[src/rtl/otbn_pq_pkg.sv]
// Shared types for the Montgomery form converter: FSM states and conversion direction.
package otbn_pq_pkg;

    typedef enum logic [1:0] {
        IDLE = 2'd0,
        RUN  = 2'd1,
        DONE = 2'd2
    } conv_state_e;

    typedef enum logic {
        TO_MONT   = 1'b0,
        FROM_MONT = 1'b1
    } conv_dir_e;

endpackage

[src/rtl/mont_conv_step.sv]
// One bit-serial Montgomery conversion iteration: modular doubling (to form)
// or halving modulo q (from form), selected by direction.
module mont_conv_step
    import otbn_pq_pkg::*;
#(
    parameter int DATA_WIDTH = 32
) (
    input  conv_dir_e             dir_i,
    input  logic [DATA_WIDTH:0]   acc_i,
    input  logic [DATA_WIDTH-1:0] q_i,
    output logic [DATA_WIDTH:0]   acc_o
);

    logic [DATA_WIDTH:0] q_ext;
    logic [DATA_WIDTH:0] dbl;
    logic [DATA_WIDTH:0] sum;

    always_comb begin
        q_ext = {1'b0, q_i};
        // acc < q < 2^(W-1), so the doubled value and acc+q both fit in W+1 bits
        dbl   = {acc_i[DATA_WIDTH-1:0], 1'b0};
        sum   = acc_i + (acc_i[0] ? q_ext : '0);
        acc_o = '0;
        if (dir_i == TO_MONT) begin
            acc_o = (dbl >= q_ext) ? (dbl - q_ext) : dbl;
        end else begin
            acc_o = sum >> 1;
        end
    end

endmodule

[src/rtl/mont_converter.sv]
// Converts an operand into or out of Montgomery form (R = 2^LOG_R) over LOG_R
// serial iterations, with valid/ready handshakes on both sides.
//
//   state | meaning
//   IDLE  | ready_o high, waiting for valid_i
//   RUN   | iterating, counter counts 0 .. LOG_R-1
//   DONE  | valid_o high, result held until ready_i
module mont_converter
    import otbn_pq_pkg::*;
#(
    parameter int DATA_WIDTH = 32,
    parameter int LOG_R      = 32
) (
    input  logic                  clk_i,
    input  logic                  rst_i,
    input  logic                  valid_i,
    output logic                  ready_o,
    input  logic                  dir_i,
    input  logic [DATA_WIDTH-1:0] a_i,
    input  logic [DATA_WIDTH-1:0] q_i,
    output logic                  valid_o,
    input  logic                  ready_i,
    output logic [DATA_WIDTH-1:0] res_o
);

    localparam int CNT_W = $clog2(LOG_R + 1);
    localparam logic [CNT_W-1:0] CNT_LAST = CNT_W'(LOG_R - 1);

    conv_state_e           state_q, state_d;
    conv_dir_e             dir_q, dir_d;
    logic [DATA_WIDTH-1:0] q_q, q_d;
    logic [DATA_WIDTH:0]   acc_q, acc_d;
    logic [CNT_W-1:0]      cnt_q, cnt_d;
    logic [DATA_WIDTH:0]   acc_step;
    logic [DATA_WIDTH:0]   q_ext;

    mont_conv_step #(
        .DATA_WIDTH(DATA_WIDTH)
    ) u_step (
        .dir_i(dir_q),
        .acc_i(acc_q),
        .q_i  (q_q),
        .acc_o(acc_step)
    );

    always_ff @(posedge clk_i or posedge rst_i) begin
        if (rst_i) begin
            state_q <= IDLE;
            dir_q   <= TO_MONT;
            q_q     <= '0;
            acc_q   <= '0;
            cnt_q   <= '0;
        end else begin
            state_q <= state_d;
            dir_q   <= dir_d;
            q_q     <= q_d;
            acc_q   <= acc_d;
            cnt_q   <= cnt_d;
        end
    end

    always_comb begin
        state_d = state_q;
        dir_d   = dir_q;
        q_d     = q_q;
        acc_d   = acc_q;
        cnt_d   = cnt_q;
        q_ext   = {1'b0, q_q};
        unique case (state_q)
            IDLE: begin
                if (valid_i) begin
                    state_d = RUN;
                    dir_d   = conv_dir_e'(dir_i);
                    q_d     = q_i;
                    acc_d   = {1'b0, a_i};
                    cnt_d   = '0;
                end
            end
            RUN: begin
                acc_d = acc_step;
                cnt_d = cnt_q + 1'b1;
                if (cnt_q == CNT_LAST) begin
                    // Final correction guarantees a fully reduced result
                    if (acc_step >= q_ext) begin
                        acc_d = acc_step - q_ext;
                    end
                    state_d = DONE;
                end
            end
            DONE: begin
                if (ready_i) begin
                    state_d = IDLE;
                end
            end
            default: state_d = IDLE;
        endcase
    end

    // Reset forces IDLE asynchronously, so ready_o is gated to stay low during reset
    assign ready_o = (state_q == IDLE) && !rst_i;
    assign valid_o = (state_q == DONE);
    assign res_o   = valid_o ? acc_q[DATA_WIDTH-1:0] : '0;

endmodule

[config.mk]
export PLATFORM = sky130hd
export DESIGN_NAME = mont_converter
export DESIGN_NICKNAME = d
export VERILOG_FILES = /design/src/rtl/otbn_pq_pkg.sv /design/src/rtl/mont_conv_step.sv /design/src/rtl/mont_converter.sv
export SDC_FILE = /design/constraint.sdc
export NUM_CORES = 1
export LEC_CHECK = 0
export ABC_AREA = 1
export BUFFER_PORTS_ARGS = -buffer_cell sky130_fd_sc_hd__clkbuf_2
export CAP_MARGIN = 20
export CORE_ASPECT_RATIO = 0.8
export CORE_MARGIN = 4
export CORE_UTILIZATION = 50
export DETAILED_ROUTE_END_ITERATION = 16
export GPL_ROUTABILITY_DRIVEN = 0
export PLACE_DENSITY = 0.69
export RECOVER_POWER = 100
export SYNTH_ARGS = -nofsm -noshare
export SYNTH_HDL_FRONTEND = slang
export SYNTH_SLANG_ARGS = --single-unit
[constraint.sdc]
create_clock -name clk_i -period 4.85 [get_ports clk_i]
set_input_delay 0.97 -clock clk_i [delete_from_list [all_inputs] [get_ports clk_i]]
set_output_delay 0.97 -clock clk_i [all_outputs]
set_load 0.05 [all_outputs]
==> results of run 1 <==
-- final cells by class --
cell class	instances	area, µm²	area share (%)
multi-input cells	1567	8150	61.8
clock buffers	9	225	1.71
repair buffers	172	1040	7.87
inverters	386	1450	11.0
clock inverters	7	83.8	0.636
well taps	306	383	2.91
flip-flops and latches	74	1850	14.1
-- metrics by stage --
step / instance area [µm²] / utilization (%) / setup slack, ns
2_1_floorplan: 11500 / - / 0.922
6_report: 13200 / 58.4 / -0.0196
5_1_grt: 13200 / 58.4 / -0.0332
4_1_cts: 13000 / 57.6 / 0.00577
3_5_place_dp: 12700 / 56.2 / 0.0273
3_3_place_gp: 12700 / 56.2 / 0.00901
-- path summary, 6_finish.rpt --
path / from / end / depth (start not counted)
worst max-delay path: acc_q[0] / acc_q[26] / 29
max in group asynchronous: rst_i / q_q[0] / 3
worst max register to register: acc_q[0] / acc_q[26] / 29
min in group asynchronous: rst_i / state_q[1] / 2
worst min-delay path: acc_q[32] / acc_q[32] / 2
worst min register to register: acc_q[32] / acc_q[32] / 2
-- per-layer routing --
metal / share of wire [%] / vias up
li1: - / 6822
met1: 43 / 6451
met2: 40 / 915
met3: 16 / 103
met4: 2.2 / 0
met5: 0 / -
-- sequential cells by signal (all words and copies together), names as in the netlist --
signal,cells
acc_q,33
q_q,32
cnt_q,6
state_q,2
dir_q,1
-- cells in the mapped netlist, types with 4 or more instances --
master / instances
ha_1: 97
xor2_1: 23
o21ai_0: 118
o21bai_1: 14
nor2_1: 168
o21a_1: 4
o21ai_1: 4
buf_2: 14
clkbuf_1: 28
a21o_1: 12
nand4_1: 16
xnor2_1: 18
nand3b_1: 5
buf_1: 8
a21boi_0: 5
a21oi_1: 105
inv_1: 377
nand3_1: 218
inv_2: 7
a31oi_1: 4
nand2_1: 674
nor3_1: 23
nor4_1: 7
dfrtp_1: 74
a21boi_1: 25
-- worst register-to-register path: cells and delay by family, from the launching register on --
| family | cells | cell delay [ns] |
|---|---|---|
| and+or+nand+nor | 20 | 2.62 |
| adders and majority gates | 3 | 1.02 |
| buffers and inverters | 4 | 0.45 |
| DFF | 1 | 0.44 |
| AOI/OAI and AO/OA | 2 | 0.24 |
-- cells by family (layout without fill, tap and decap cells) --
logic type | after synthesis | after routing | share of synthesized area [%]
flops | 74 | 74 | 16.1
simple gates | 1126 | 1128 | 40.6
compound gates | 298 | 298 | 14.5
buf+inv | 439 | 574 | 14.7
xor+xnor | 41 | 41 | 3.12
fa+ha+maj | 100 | 100 | 11.1
-- what timing repair did --
action                     CTS  global route
resized for setup            1            53
hold endpoints to repair     0             0
setup buffers                0             3
setup endpoints to repair    3            33
pin swaps                    0             2
cloned                       0             2
==> flow_summary.yaml, run 1 <==
status:
  run_status: "finished, violations left"
  violations: "capacitance limit, slew limit, setup timing"
routing:
  vias: 14291
  drt_iter0_drc: 2076
  antenna_left: 0
  wl_per_cell_um: 18.2
  routed_wl_um: 46000
  drc: 0
  drtPass1Iterations: 6
  viasPerCell: 5.67
setup_path:
  worstPathRequired_ns: 5.12
  ff2ff_setup_slack_ns: -0.02
  critPathLaunchType: "flip-flop"
  cp-end-kind: "flip-flop"
  slowest_delay_ns: 0.44
  cpLargestDelayFamily: "simple AND/OR/NAND/NOR gates"
  cp_common_cell: "nand2_1"
  worstSetupPathType: "reg -> reg"
  crit_path_max_fanout: 17
  crit_arrival_ns: 5.14
  critPathBufInv: 4
  slowest_stage: "dfrtp_2"
final_layout:
  layout.nets: 2379
  final_cell_mix: "nand2_1, inv_1, nand3_1"
  final_common_cell: "nand2_1"
  num-fill-cells: 2389
  finalNonFillerCells: 2521
  diodes: 0
  area_growth_pct: 14.6
  drive_gt1_share_pct: 9.57
floorplanning:
  die_h_um: 144
  start_util_pct: 51.0
  std_cell_rows: 49
  dieWidth_um: 178
  io_pins: 103
  coreArea_um2: 22600
  dieArea_um2: 25500
cts:
  cts_root_buffer: "clkbuf_16"
  cts_buffers: 9
  ctsLongestPathBuffers: 2
  clock-sinks: 74
  htree_levels: 3
  hold_buffers: 0
  clk_pin_slew_ns: 0.07
  cts_tree: "built"
  clkLatencyLatePin_ns: 0.37
global_route:
  grt_pass1_vias: 12807
  grt_pass1_wl_um: 69800
  use_met2_pct: 49.9
  use_met3_pct: 11.6
  use_met1_pct: 52.0
  grt_usage_pct: 35.1
  grt_overflow_total: 0
  grt_max_degree: 69
  antenna_found_initial: 1
  top_usage_layer: "met1"
logic_synthesis:
  synth_edf_count: 0
  ys_seq_area_share_pct: 16.1
  synth_area_um2: 11500
  yosys.area.top_type: "nand2_1"
  syn_nets: 2247
  synth-seq-cells: 74
  syn_avg_cell_area_um2: 5.53
  synth_top_area_share_pct: 22.0
  postSynthCellCount: 2078
  netlist_top_cells_area: "nand2_1, dfrtp_1, inv_1, ha_1, nand3_1"
  ys_warn_count: 0
  ys_async_sr_fraction_pct: 100
  yosysUniqueCellTypes: 38
  synthFlopType: "dfrtp_1"
sta:
  min_period_ns: 4.87
  worst_hold_slack_ns: 0.531
  final-hold-violation-count: 0
  final.period_utilization_pct: 100
  setup_viol: 1
  skew_ns: 0.0197
  fmax_ghz: 0.205
  finalSetupTns_ns: -0.0196
  relSlewSlack_pct: -92.2
  worst_slack_ns: -0.0196
  worst_pin_slew_ns: 2.88
  slew_viol_final: 146
placement:
  io_buffers: 102
  placed_cells: 2499
  place.detailed.hpwl_um: 37000
min_path:
  hold_path_class: "reg -> reg"
run:
  maxCapViolCount: 3
Power of run 1 is not shown: default switching activity piles up to over one toggle a cycle in this logic, so the estimate is an artifact.
==> inputs of run 2 (changes only) <==
--- a/config.mk
+++ b/config.mk
@@ -10,10 +10,9 @@
 export CAP_MARGIN = 20
 export CORE_ASPECT_RATIO = 0.8
 export CORE_MARGIN = 4
-export CORE_UTILIZATION = 50
+export CORE_UTILIZATION = 25
 export DETAILED_ROUTE_END_ITERATION = 16
 export GPL_ROUTABILITY_DRIVEN = 0
-export PLACE_DENSITY = 0.69
 export RECOVER_POWER = 100
 export SYNTH_ARGS = -nofsm -noshare
 export SYNTH_HDL_FRONTEND = slang
==> run 2 against run 1 <==
Compared with the run above:
- the flow finishes with violations (capacitance limit, slew limit)
- via count down 3.0%
- register-to-register slack improved by 0.22 ns
- worst hold slack worse by 0.0058 ns
- fmax grew 4.8%
- clock skew is 0.0034 ns lower
- critical path depth is 1 higher
- final cell count up 12%
- die area grew 94%
- sequential share of layout area decreased by 0.38 points
- first-iteration DRC count is 14% lower
- utilization down 29 points
- setup slack better by 0.22 ns
- critical endpoint is now acc_q[5]
- largest cell class unchanged
==> flow_summary.yaml, run 2 (synthesis gave the netlist of run 1 again) <==
cts:
  cts_buffers: 9
  clk_pin_slew_ns: 0.07
  clock-sinks: 74
  clkLatencyLatePin_ns: 0.35
  cts_root_buffer: "clkbuf_16"
  htree_levels: 3
  ctsLongestPathBuffers: 2
  hold_buffers: 0
  cts_tree: "built"
sta:
  setup_viol: 0
  skew_ns: 0.0163
  worst_slack_ns: 0.205
  fmax_ghz: 0.215
  final.period_utilization_pct: 95.8
  relSlewSlack_pct: -87.8
  min_period_ns: 4.65
  worst_pin_slew_ns: 2.81
  final-hold-violation-count: 0
  slew_viol_final: 183
final_layout:
  drive_gt1_share_pct: 9.74
  finalCoreUtilization_pct: 29.7
  diodes: 0
  area_growth_pct: 17.7
  top_regs: "acc_q: 33 flops, q_q: 32 flops, cnt_q: 6 flops"
  final_common_cell: "nand2_1"
  layout.nets: 2372
  finalNonFillerCells: 2820
  final_cell_mix: "nand2_1, inv_1, nand3_1"
  largest_reg_flops: 33
  regMostFlops: "acc_q"
  num-fill-cells: 5165
placement:
  io_buffers: 102
  place.detailed.hpwl_um: 39700
  pre_cts_ws_ns: 0.0172
  placed_cells: 2802
setup_path:
  slowest_delay_ns: 0.38
  cp-end-kind: "flip-flop"
  cp.depth: 30
  timing.rr.start: "q_q[8]"
  crit_arrival_ns: 4.88
  cp_common_cell: "nand2_1"
  cp-startpoint: "q_q[8]"
  ff2ff_setup_slack_ns: 0.20
  cpLargestDelayFamily: "simple AND/OR/NAND/NOR gates"
  reg2reg_depth: 30
  timing.rr.end: "acc_q[5]"
  critPathBufInv: 6
  crit_path_max_fanout: 30
  worstPathRequired_ns: 5.08
  worstSetupPathType: "reg -> reg"
  slowest_stage: "ha_1"
  critPathLaunchType: "flip-flop"
  critPathCapture: "acc_q[5]"
run:
  maxCapViolCount: 4
routing:
  drtPass1Iterations: 7
  wl_per_cell_um: 17.0
  antenna_left: 0
  vias: 13860
  routed_wl_um: 47900
  drt_iter0_drc: 1782
  drc: 0
  viasPerCell: 4.91
floorplanning:
  std_cell_rows: 70
  coreArea_um2: 45600
  start_util_pct: 25.2
  dieWidth_um: 248
  io_pins: 103
  die_h_um: 200
  dieArea_um2: 49500
min_path:
  hold_path_class: "reg -> reg"
status:
  violations: "capacitance limit, slew limit"
  run_status: "finished, violations left"
global_route:
  grt_pass1_vias: 12672
  grt_max_degree: 68
  grt_usage_pct: 18.6
  grt_pass1_wl_um: 71700
  grt_overflow_total: 0
  antenna_found_initial: 0
[run 2: cell count changes in the layout (fill, tap and decap cells not counted), moves of 2 or more]
cell / before / now
nand2_1: 661 / 666
ha_1: 91 / 80
inv_1: 377 / 371
clkinv_2: 0 / 2
nor2_1: 162 / 160
clkbuf_2: 69 / 67
a21boi_1: 24 / 26
ha_2: 5 / 12
ha_4: 1 / 5
buf_4: 60 / 57
nand2_2: 15 / 10
inv_2: 7 / 12
o21ai_0: 115 / 117
nor2_2: 7 / 10
[run 2: worst register-to-register path: cells and delay by family (launching register included)]
family,cells,cell delay (ns)
AOI/OAI and AO/OA,2,0.12
adders and majority gates,2,0.67
buffers and inverters,6,0.57
DFF,1,0.35
and+or+nand+nor,20,2.82
[run 2: routing by layer]
layer  GRT usage [%]  routed length [µm]  part of all wire, %
met1            26.8               21900                   46
met2            28.3               20100                   42
met3            3.99                4770                   10
met4            4.74                1170                  2.5
met5               0                   0                    0
[run 2: worst min path at each step]
stage / startpoint / to / slack [ns] / depth (start not counted)
after floorplan: acc_q[32] / acc_q[32] / 0.47 / 2
after global placement: acc_q[32] / acc_q[32] / 0.51 / 2
after detailed placement: acc_q[32] / acc_q[32] / 0.51 / 2
after CTS: acc_q[32] / acc_q[32] / 0.52 / 2
after global routing: cnt_q[1] / cnt_q[1] / 0.55 / 1
final: cnt_q[0] / cnt_q[0] / 0.53 / 1
[run 2: timing repair]
action,CTS,global route
cloned,0,1
pin swaps,0,3
resized for setup,2,57
buffers inserted,0,1
endpoints found under the hold margin,0,0
setup endpoints to repair,4,33
[run 2: cell type report]
type	instances	area, µm²	area share (%)
Clock inverter	6	65.1	0.481
Multi-Input combinational cell	1566	8180	60.5
Inverter	386	1450	10.7
Sequential cell	74	1850	13.7
Timing Repair Buffer	166	988	7.30
Clock buffer	10	229	1.69
Tap cell	612	766	5.66
[run 2: stage by stage]
step | hold WS [ns] | cell area, µm² | setup TNS, ns
4_1_cts | 0.525 | 13400 | 0
2_1_floorplan | 0.471 | 11500 | 0
3_5_place_dp | 0.509 | 13100 | 0
3_3_place_gp | 0.506 | 13100 | 0
5_1_grt | 0.555 | 13500 | -0.109
6_report | 0.526 | 13500 | 0
Power of run 2 is left out for the same reason.
